### config.mk
export PLATFORM = sky130hd
export DESIGN_NAME = serial_wide_adder
export DESIGN_NICKNAME = d
export VERILOG_FILES = /design/src/rtl/serial_adder_pkg.sv /design/src/rtl/n_adder.sv /design/src/rtl/serial_wide_adder.sv
export SDC_FILE = /design/constraint.sdc
export NUM_CORES = 1
export LEC_CHECK = 0
export ABC_AREA = 1
export CORE_UTILIZATION = 48
export DETAILED_ROUTE_END_ITERATION = 7
export GPL_TIMING_DRIVEN = 0
export PLACE_DENSITY = 0.77
export SKIP_LAST_GASP = 1
export SLEW_MARGIN = 20
export SYNTH_ARGS = -nofsm -noshare
export SYNTH_HDL_FRONTEND = slang
export SYNTH_HIERARCHICAL = 1
export SYNTH_SLANG_ARGS = --single-unit
### constraint.sdc
create_clock -name clk -period 4 [get_ports clk]
set_input_delay 0.8 -clock clk [delete_from_list [all_inputs] [get_ports clk]]
set_output_delay 0.8 -clock clk [all_outputs]
set_load 0.05 [all_outputs]
### src/rtl/serial_adder_pkg.sv
// Shared types and helpers for serial_wide_adder: FSM state encoding,
// slice-index width and the signed saturation limits used when SERIAL_ADDER_SATURATE_EN is set.
package serial_adder_pkg;

    typedef enum logic [1:0] {
        IDLE = 2'd0,
        RUN  = 2'd1,
        DONE = 2'd2
    } state_e;

    // Upper bound on W for the limit helpers; callers slice off the low W bits.
    localparam int SAT_MAX_W = 4096;

    function automatic int idx_width(input int words);
        return (words > 1) ? $clog2(words) : 1;
    endfunction

    // Most positive W-bit signed value, 2^(W-1)-1.
    function automatic logic [SAT_MAX_W-1:0] sat_pos(input int w);
        logic [SAT_MAX_W-1:0] r;
        r = '0;
        for (int i = 0; i < w - 1; i++) begin
            r[i] = 1'b1;
        end
        return r;
    endfunction

    // Most negative W-bit signed value, -2^(W-1).
    function automatic logic [SAT_MAX_W-1:0] sat_neg(input int w);
        logic [SAT_MAX_W-1:0] r;
        r = '0;
        r[w-1] = 1'b1;
        return r;
    endfunction

endpackage

### src/rtl/n_adder.sv
// N-bit ripple adder with carry in/out; the slice datapath of serial_wide_adder.
module n_adder #(
    parameter int N = 8
) (
    input  logic [N-1:0] A,
    input  logic [N-1:0] B,
    input  logic         c_in,
    output logic [N-1:0] S,
    output logic         c_out
);

    logic [N:0] full;

    always_comb begin
        full  = {1'b0, A} + {1'b0, B} + (N+1)'(c_in);
        S     = full[N-1:0];
        c_out = full[N];
    end

endmodule

### src/rtl/serial_wide_adder.sv
// Wide signed adder that streams N-bit slices (LSB first) through one n_adder.
// Optional clamping of overflowed results to the signed limits: define SERIAL_ADDER_SATURATE_EN.
module serial_wide_adder
    import serial_adder_pkg::*;
#(
    parameter int N     = 8,
    parameter int WORDS = 4
) (
    input  logic               clk,
    input  logic               rst,
    input  logic               in_valid,
    output logic               in_ready,
    input  logic [N*WORDS-1:0] in_a,
    input  logic [N*WORDS-1:0] in_b,
    input  logic               in_cin,
    output logic               out_valid,
    input  logic               out_ready,
    output logic [N*WORDS-1:0] out_sum,
    output logic               out_cout,
    output logic               out_ovf,
    output logic               busy,
    output state_e             dbg_state
);

    localparam int W    = N * WORDS;
    localparam int IDXW = idx_width(WORDS);

`ifdef SERIAL_ADDER_SATURATE_EN
    localparam logic [SAT_MAX_W-1:0] SAT_POS_WIDE = sat_pos(W);
    localparam logic [SAT_MAX_W-1:0] SAT_NEG_WIDE = sat_neg(W);
    localparam logic [W-1:0]         SAT_POS      = SAT_POS_WIDE[W-1:0];
    localparam logic [W-1:0]         SAT_NEG      = SAT_NEG_WIDE[W-1:0];
`endif

    // Handshakes: a transfer happens on a posedge where valid and ready are
    // both high. in_ready is high only in IDLE; out_valid only in DONE, and
    // out_sum/out_cout/out_ovf stay stable until out_ready takes the result.

    state_e          state_q, state_d;
    logic [IDXW-1:0] idx_q, idx_d;
    logic            carry_q, carry_d;
    logic [W-1:0]    a_q, a_d;
    logic [W-1:0]    b_q, b_d;
    logic [W-1:0]    acc_q, acc_d;
    logic [W-1:0]    sum_q, sum_d;
    logic            cout_q, cout_d;
    logic            ovf_q, ovf_d;
    logic            in_ready_q, in_ready_d;
    logic            out_valid_q, out_valid_d;
    logic            busy_q, busy_d;

    logic [N-1:0]    slice_a;
    logic [N-1:0]    slice_b;
    logic [N-1:0]    slice_s;
    logic            slice_cout;
    logic [W-1:0]    assembled;
    logic            last_slice;
    logic            ovf_now;

    n_adder #(
        .N (N)
    ) u_slice_adder (
        .A     (slice_a),
        .B     (slice_b),
        .c_in  (carry_q),
        .S     (slice_s),
        .c_out (slice_cout)
    );

    always_comb begin
        slice_a   = '0;
        slice_b   = '0;
        assembled = acc_q;
        for (int i = 0; i < WORDS; i++) begin
            if (idx_q == IDXW'(i)) begin
                slice_a              = a_q[i*N +: N];
                slice_b              = b_q[i*N +: N];
                assembled[i*N +: N]  = slice_s;
            end
        end
        last_slice = (idx_q == IDXW'(WORDS - 1));
        // Carry into the MSB is recovered from the MSB's sum bit and inputs.
        ovf_now    = slice_cout ^ (a_q[W-1] ^ b_q[W-1] ^ slice_s[N-1]);
    end

    always_comb begin
        state_d = state_q;
        idx_d   = idx_q;
        carry_d = carry_q;
        a_d     = a_q;
        b_d     = b_q;
        acc_d   = acc_q;
        sum_d   = sum_q;
        cout_d  = cout_q;
        ovf_d   = ovf_q;

        case (state_q)
            IDLE: begin
                if (in_valid) begin
                    a_d     = in_a;
                    b_d     = in_b;
                    carry_d = in_cin;
                    idx_d   = '0;
                    state_d = RUN;
                end
            end
            RUN: begin
                acc_d   = assembled;
                carry_d = slice_cout;
                idx_d   = idx_q + IDXW'(1);
                if (last_slice) begin
                    idx_d   = '0;
                    cout_d  = slice_cout;
                    ovf_d   = ovf_now;
                    sum_d   = assembled;
`ifdef SERIAL_ADDER_SATURATE_EN
                    if (ovf_now) begin
                        sum_d = a_q[W-1] ? SAT_NEG : SAT_POS;
                    end
`endif
                    state_d = DONE;
                end
            end
            DONE: begin
                if (out_ready) begin
                    state_d = IDLE;
                end
            end
            default: begin
                state_d = IDLE;
            end
        endcase

        in_ready_d  = (state_d == IDLE);
        out_valid_d = (state_d == DONE);
        busy_d      = (state_d != IDLE);
    end

    always_ff @(posedge clk or posedge rst) begin
        if (rst) begin
            state_q     <= IDLE;
            idx_q       <= '0;
            carry_q     <= 1'b0;
            a_q         <= '0;
            b_q         <= '0;
            acc_q       <= '0;
            sum_q       <= '0;
            cout_q      <= 1'b0;
            ovf_q       <= 1'b0;
            in_ready_q  <= 1'b1;
            out_valid_q <= 1'b0;
            busy_q      <= 1'b0;
        end else begin
            state_q     <= state_d;
            idx_q       <= idx_d;
            carry_q     <= carry_d;
            a_q         <= a_d;
            b_q         <= b_d;
            acc_q       <= acc_d;
            sum_q       <= sum_d;
            cout_q      <= cout_d;
            ovf_q       <= ovf_d;
            in_ready_q  <= in_ready_d;
            out_valid_q <= out_valid_d;
            busy_q      <= busy_d;
        end
    end

    assign in_ready  = in_ready_q;
    assign out_valid = out_valid_q;
    assign out_sum   = sum_q;
    assign out_cout  = cout_q;
    assign out_ovf   = ovf_q;
    assign busy      = busy_q;
    assign dbg_state = state_q;

endmodule

### Word level (Yosys, flattened, before mapping)

Cells that the tools add are included.

* RAM bits: 0
* input port bits: 69
* logic and storage cells: 54
* latch bits: 0
* bits in read-only memories: 0
* memories kept: 0
* output and inout bits: 39
* register bits after elaboration: 138

* shift-type cells: 0
* muxes and demuxes: 21
* $lt $le $gt $ge: 0
* bitwise gates (word level): 3
* $mul: 0
* eq/ne operators: 7
* add/sub/neg operators: 3
* reductions and logical operators: 8
* divide/modulo/power cells: 0

Operators with widths (count)
* two-way mux 8 bit: 12
* two-way mux 2 bit: 5
* adder 8 x 8 -> 9 bit: 1
* adder 9 x 1 -> 9 bit: 1
* == test 2 bit, second input constant: 4
* logical NOT 2 bit: 3
* case mux 2 bit (3 select lines): 1
* AND reduction 2 bit: 3
* == test 2 x 1 -> 1 bit, second input constant: 2
* case mux 2 bit (2 select lines): 1
* nonzero test 2 bit: 2
* bitwise XOR 1 bit: 3
* adder 2 x 1 -> 2 bit, second input constant: 1
* inequality test 2 bit, second input constant: 1
* case mux 1 bit (2 select lines): 1
* two-way mux 1 bit: 1

### Longest topological paths before layout

* depth after elaboration: 9
* depth in mapped cells: 24
* mapped depth without buffers: 23

### Cells and area by module

Netlist, hierarchy kept.

By module, submodules not included
* serial_wide_adder: area an instance 5764.3 µm², times used 1, cells each 736, seq. area each 3254.4 µm²
* n_adder: area an instance 384.1 µm², times used 1, cells each 59, seq. area each 0.0 µm²

### Worst setup path before layout

No wires, ideal clock.

* path kind: register to register
* start: reg idx_q[0]
* end: reg ovf_q (netlist: out_ovf)
* stages on the path, launching flop included: 23
* data required time: 3934 ps
* setup time: 66 ps
* arrival: 2907 ps
* period minus slack after synthesis: 2973 ps
* buffers on the path: 2
* slack: 1027 ps
* path through: dfrtp_1 > inv_1 > ha_1 > buf_2 > inv_1 > clkbuf_1 > o21ai_0 > o21ai_0 > fa_1 > fa_1 > nand2_1 > nand2_1 > nand3b_4 > nand2_1 > nand2_1 > nand2_1 > nand2_1 > inv_1 > nor2_1 > nand2_1 > nand2_1 > nand2_1 > nand2_1

* elaborated cells between the ends (all ways): 17
* those cells by class: add/sub: 2; eq/ne: 3; mux: 8; bitwise: 2; reduce/logical: 2

RTL lines
* start, declared: line serial_wide_adder.sv:40 `logic [IDXW-1:0] idx_q, idx_d;`
* start signal, assigned: line serial_wide_adder.sv:155 `idx_q <= idx_d;`
* logical NOT 2 bit: line serial_wide_adder.sv:75 `if (idx_q == IDXW'(i)) begin`
* two-way mux 8 bit (3 in a row): line serial_wide_adder.sv:75
* two-way mux 8 bit *: line serial_wide_adder.sv:75
* named net slice_a[0]: line serial_wide_adder.sv:52 `logic [N-1:0] slice_a;`
* adder 8 x 8 -> 9 bit *: line n_adder.sv:15 `full = {1'b0, A} + {1'b0, B} + (N+1)'(c_in);`
* adder 9 x 1 -> 9 bit *: line n_adder.sv:15
* named net slice_cout: line serial_wide_adder.sv:55 `logic slice_cout;`
* bitwise XOR 1 bit *: line serial_wide_adder.sv:83 `ovf_now = slice_cout ^ (a_q[W-1] ^ b_q[W-1] ^ slice_s[N-1]);`
* end signal, assigned: line serial_wide_adder.sv:162 `ovf_q <= ovf_d;`
* end, declared: line serial_wide_adder.sv:47 `logic ovf_q, ovf_d;`

The timed path passes the listed nets; every way through them passes the cells marked *.
A chain may end at the register's enable or synchronous reset.

### Worst setup path after layout

* start: reg idx_q[1]
* end: reg acc_q[4]

* word-level cells in the longest chain between the ends: 8
* elaborated cells between the ends (all ways): 15
* those cells by class: add/sub: 2; eq/ne: 3; mux: 9; reduce/logical: 1

RTL lines
* logical NOT 2 bit: line serial_wide_adder.sv:75
* two-way mux 8 bit (3 in a row): line serial_wide_adder.sv:75
* two-way mux 8 bit *: line serial_wide_adder.sv:75
* named net slice_a[0]: line serial_wide_adder.sv:52
* adder 8 x 8 -> 9 bit *: line n_adder.sv:15
* adder 9 x 1 -> 9 bit *: line n_adder.sv:15
* named net slice_s[4]: line serial_wide_adder.sv:54 `logic [N-1:0] slice_s;`
* two-way mux 8 bit *: line serial_wide_adder.sv:75
* end signal, assigned: line serial_wide_adder.sv:146 `acc_q <= '0;`
* end signal, assigned: line serial_wide_adder.sv:159 `acc_q <= acc_d;`
* end, declared: line serial_wide_adder.sv:44 `logic [W-1:0] acc_q, acc_d;`

Marks and branches as above.

==> out/qor.txt <==
Slew Limit Fails = 0
initial drt markers = 323
FF-to-FF Start = idx_q[1]$_DFFE_PP0P_
cell area after layout = 8100 um2
Layout area overhead = 31.7%
largest net degree at the start of global routing = 34
top_reg_cell synth = dfrtp_1
ranking of synthesized cells by area = dfrtp_1 53%, nand2_1 25%, o21ai_0 6.6%
count of input and output buffers = 107
placed instance count = 1074
row count = 40
drt wl/cell = 13.6 um
die area = 13300 um2
crit path max fanout = 10
clk root buf = clkbuf_16
Worst Setup Path Type = reg2reg
TritonRoute pass-1 iters = 5
post-synthesis sequential element count = 130
Critical Path Start Type = flip-flop
number of gates resized after cts = 0
Detail Placement HPWL = 11100 um
FF-to-FF path depth = 16
Initial Utilization = 50.1%
Post-synth EDFFs = 0
Power Dens Cells = 1020 nW/um2
Nets = 1007
fmax = 0.267 GHz
Worst Hold End = out_sum[10]$_DFFE_PP0P_
Worst-Skew Late Latency = 0.42 ns
vias in the first global route = 5308
clk_skew = 0.00890 ns
# hold bufs at CTS = 0
Net Switching = 3.92 mW
Hold Path Depth = 2
required time of the critical path = 4.34 ns
Final Hold Viols = 0
share of the synthesized area in the top cell type = 52.5%
Synth top cells by count = 412 x nand2_1, 129 x dfrtp_1, 81 x o21ai_0, 49 x inv_1, 25 x clkbuf_1
n_diodes = 0
Die X-Extent = 115 um
Sequential Power Share = 26.7%
area leader, netlist = dfrtp_1
antenna-violating nets left = 0
beginning of the worst hold path = out_sum[10]$_DFFE_PP0P_
crit path capture type = flip-flop
H-tree Lvls = 4
Remaining DRCs = 0
share of layout cells above drive strength 1 = 6.61%
num ports = 108
min-delay worst type = reg2reg
routed wire length = 15100 um
grt total ovfl = 0
global-route usage over all layers = 24.7%
RSZ-0062 raised after global routing = false
synthesized instance count = 795
DR vias = 5475
Post-Place Cell Area = 7520 um2
clock share of power = 18.3%
outcome = completed
Static Leak = 4.06 nW
max cap viols = 0
syn nets = 877
Via-to-Cell Ratio = 4.95
switch share = 47.5%
Syn Std Cell Area = 6150 um2
Setup TNS = 0 ns
asr flop ratio synth = 100%
# Post-CTS Setup Buffers = 0
Worst-path clk slew = 0.06 ns
post-synthesis sequential area ratio = 52.9%
combinational power share = 55.0%
clk buf depth = 2
core footprint = 12300 um2
Slew @ Worst Pin = 0.613 ns
initial antenna violation count = 0
CTS tree = built
synth warn = 6
count leader, synth = nand2_1
# clock sinks = 130
crit path DAT = 4.09 ns
first-pass GRT wire length = 25100 um
Final Power = 8.24 mW
Post-Layout Cell Count = 1106
final setup vio count = 0
post-route clock period utilization = 93.7%
fin crit period = 3.75 ns
Relative slew margins = 59.2%
Die Height = 115 um
mean post-synth cell area = 7.73 um2
synth unique cells = 26
gpl congestion = 0.812
Internal Power = 4.33 mW
R2R setup slack = 0.25 ns
reg-to-reg endpoint = acc_q[4]$_DFFE_PP0P_
peak supply drop = 0.391 mV
TritonCTS Buffers = 17
==> how the worst max path moves through the flow <==
stage	from	end	slack (ns)	depth (start not counted)
final	idx_q[1]$_DFFE_PP0P_	acc_q[4]$_DFFE_PP0P_	0.25	16
after global routing	idx_q[0]$_DFFE_PP0P_	acc_q[22]$_DFFE_PP0P_	0.001	19
after CTS	idx_q[0]$_DFFE_PP0P_	acc_q[14]$_DFFE_PP0P_	0.34	19
after detailed placement	idx_q[0]$_DFFE_PP0P_	acc_q[22]$_DFFE_PP0P_	0.38	19
after global placement	idx_q[1]$_DFFE_PP0P_	out_sum[12]$_DFFE_PP0P_	0.41	16
after floorplan	idx_q[0]$_DFFE_PP0P_	out_ovf$_DFFE_PP0P_	1.03	22
==> power groups by stage <==
| stage | logic, mW | clock network [mW] | registers, mW |
|---|---|---|---|
| finish | 4.53 | 1.51 | 2.20 |
| global route | 5.02 | 1.58 | 2.26 |
| CTS | 4.50 | 1.52 | 2.20 |
| detailed placement | 4.46 | 0 | 2.21 |
| global placement | 4.36 | 0 | 2.20 |
| floorplan | 2.64 | 0 | 2.68 |
==> layer usage <==
layer / vias up / GRT usage [%] / routed length (um)
met5: - / 0 / 0
met4: 0 / 8.48 / 325
met3: 32 / 5.17 / 689
met2: 170 / 41.9 / 7320
met1: 2562 / 31.4 / 6760
li1: 2711 / - / -
==> per-stage QoR <==
stage                     setup WS [ns]  hold WS, ns  utilization [%]
after detailed placement          0.378        0.455             61.3
after global placement            0.406        0.450             60.6
after CTS                         0.338        0.469             66.0
after floorplan                    1.03        0.437                -
final                             0.250        0.467             66.0
after global routing            0.00127        0.480             66.0
==> worst max-delay path, cell delays in order, from the launching register on <==
cell and delay, ns:
dfrtp_1 0.40, inv_1 0.12, ha_1 0.36, clkbuf_1 0.52
a21oi_1 0.13, and2_0 0.19, o21ai_0 0.33, fa_1 0.30
fa_1 0.22, nand2_1 0.06, nand2_1 0.12, nand2_1 0.09
xnor2_1 0.44, nand2_1 0.12, o21ai_0 0.12, nand2_1 0.07
o21ai_0 0.08
==> layout by cell type (no fill, tap or decap), types with 5 or more instances in the layout <==
| cell | count |
|---|---|
| dfrtp_1 | 129 |
| a21oi_1 | 23 |
| buf_2 | 10 |
| clkdlybuf4s50_1 | 107 |
| nand3_1 | 6 |
| and2_0 | 6 |
| inv_1 | 48 |
| o21ai_0 | 81 |
| clkbuf_1 | 29 |
| clkbuf_16 | 17 |
| inv_2 | 5 |
| nor2_1 | 11 |
| ha_1 | 11 |
| nand2_1 | 412 |
==> cell families (layout without fill, tap and decap cells) <==
| group | count (synthesis) | count (layout) | share of synthesized area, % |
|---|---|---|---|
| XOR/XNOR | 3 | 3 | 0.427 |
| AND/OR/NAND/NOR | 453 | 453 | 29.4 |
| AO/OA/AOI/OAI | 104 | 104 | 8.47 |
| adder cells (fa/ha/maj) | 13 | 13 | 2.89 |
| flip-flops | 130 | 130 | 52.9 |
| buffers and inverters | 92 | 235 | 5.88 |
==> registers in the layout, summed over array words and instances, names as in the netlist <==
name	cells
idx_q	2
in_ready	1
out_valid	1
a_q	32
dbg_state	2
busy	1
out_sum	32
out_cout	1
carry_q	1
out_ovf	1
b_q	32
acc_q	24
==> final cells by class <==
class	instances	area, um2
Sequential cell	130	3250
Tap cell	168	210
Multi-Input combinational cell	573	2530
Fill cell	1064	4170
Inverter	54	206
Clock buffer	23	468
Clock inverter	9	106
Timing Repair Buffer	111	1160
Buffer	38	159
(Power assumes the default switching activity.)
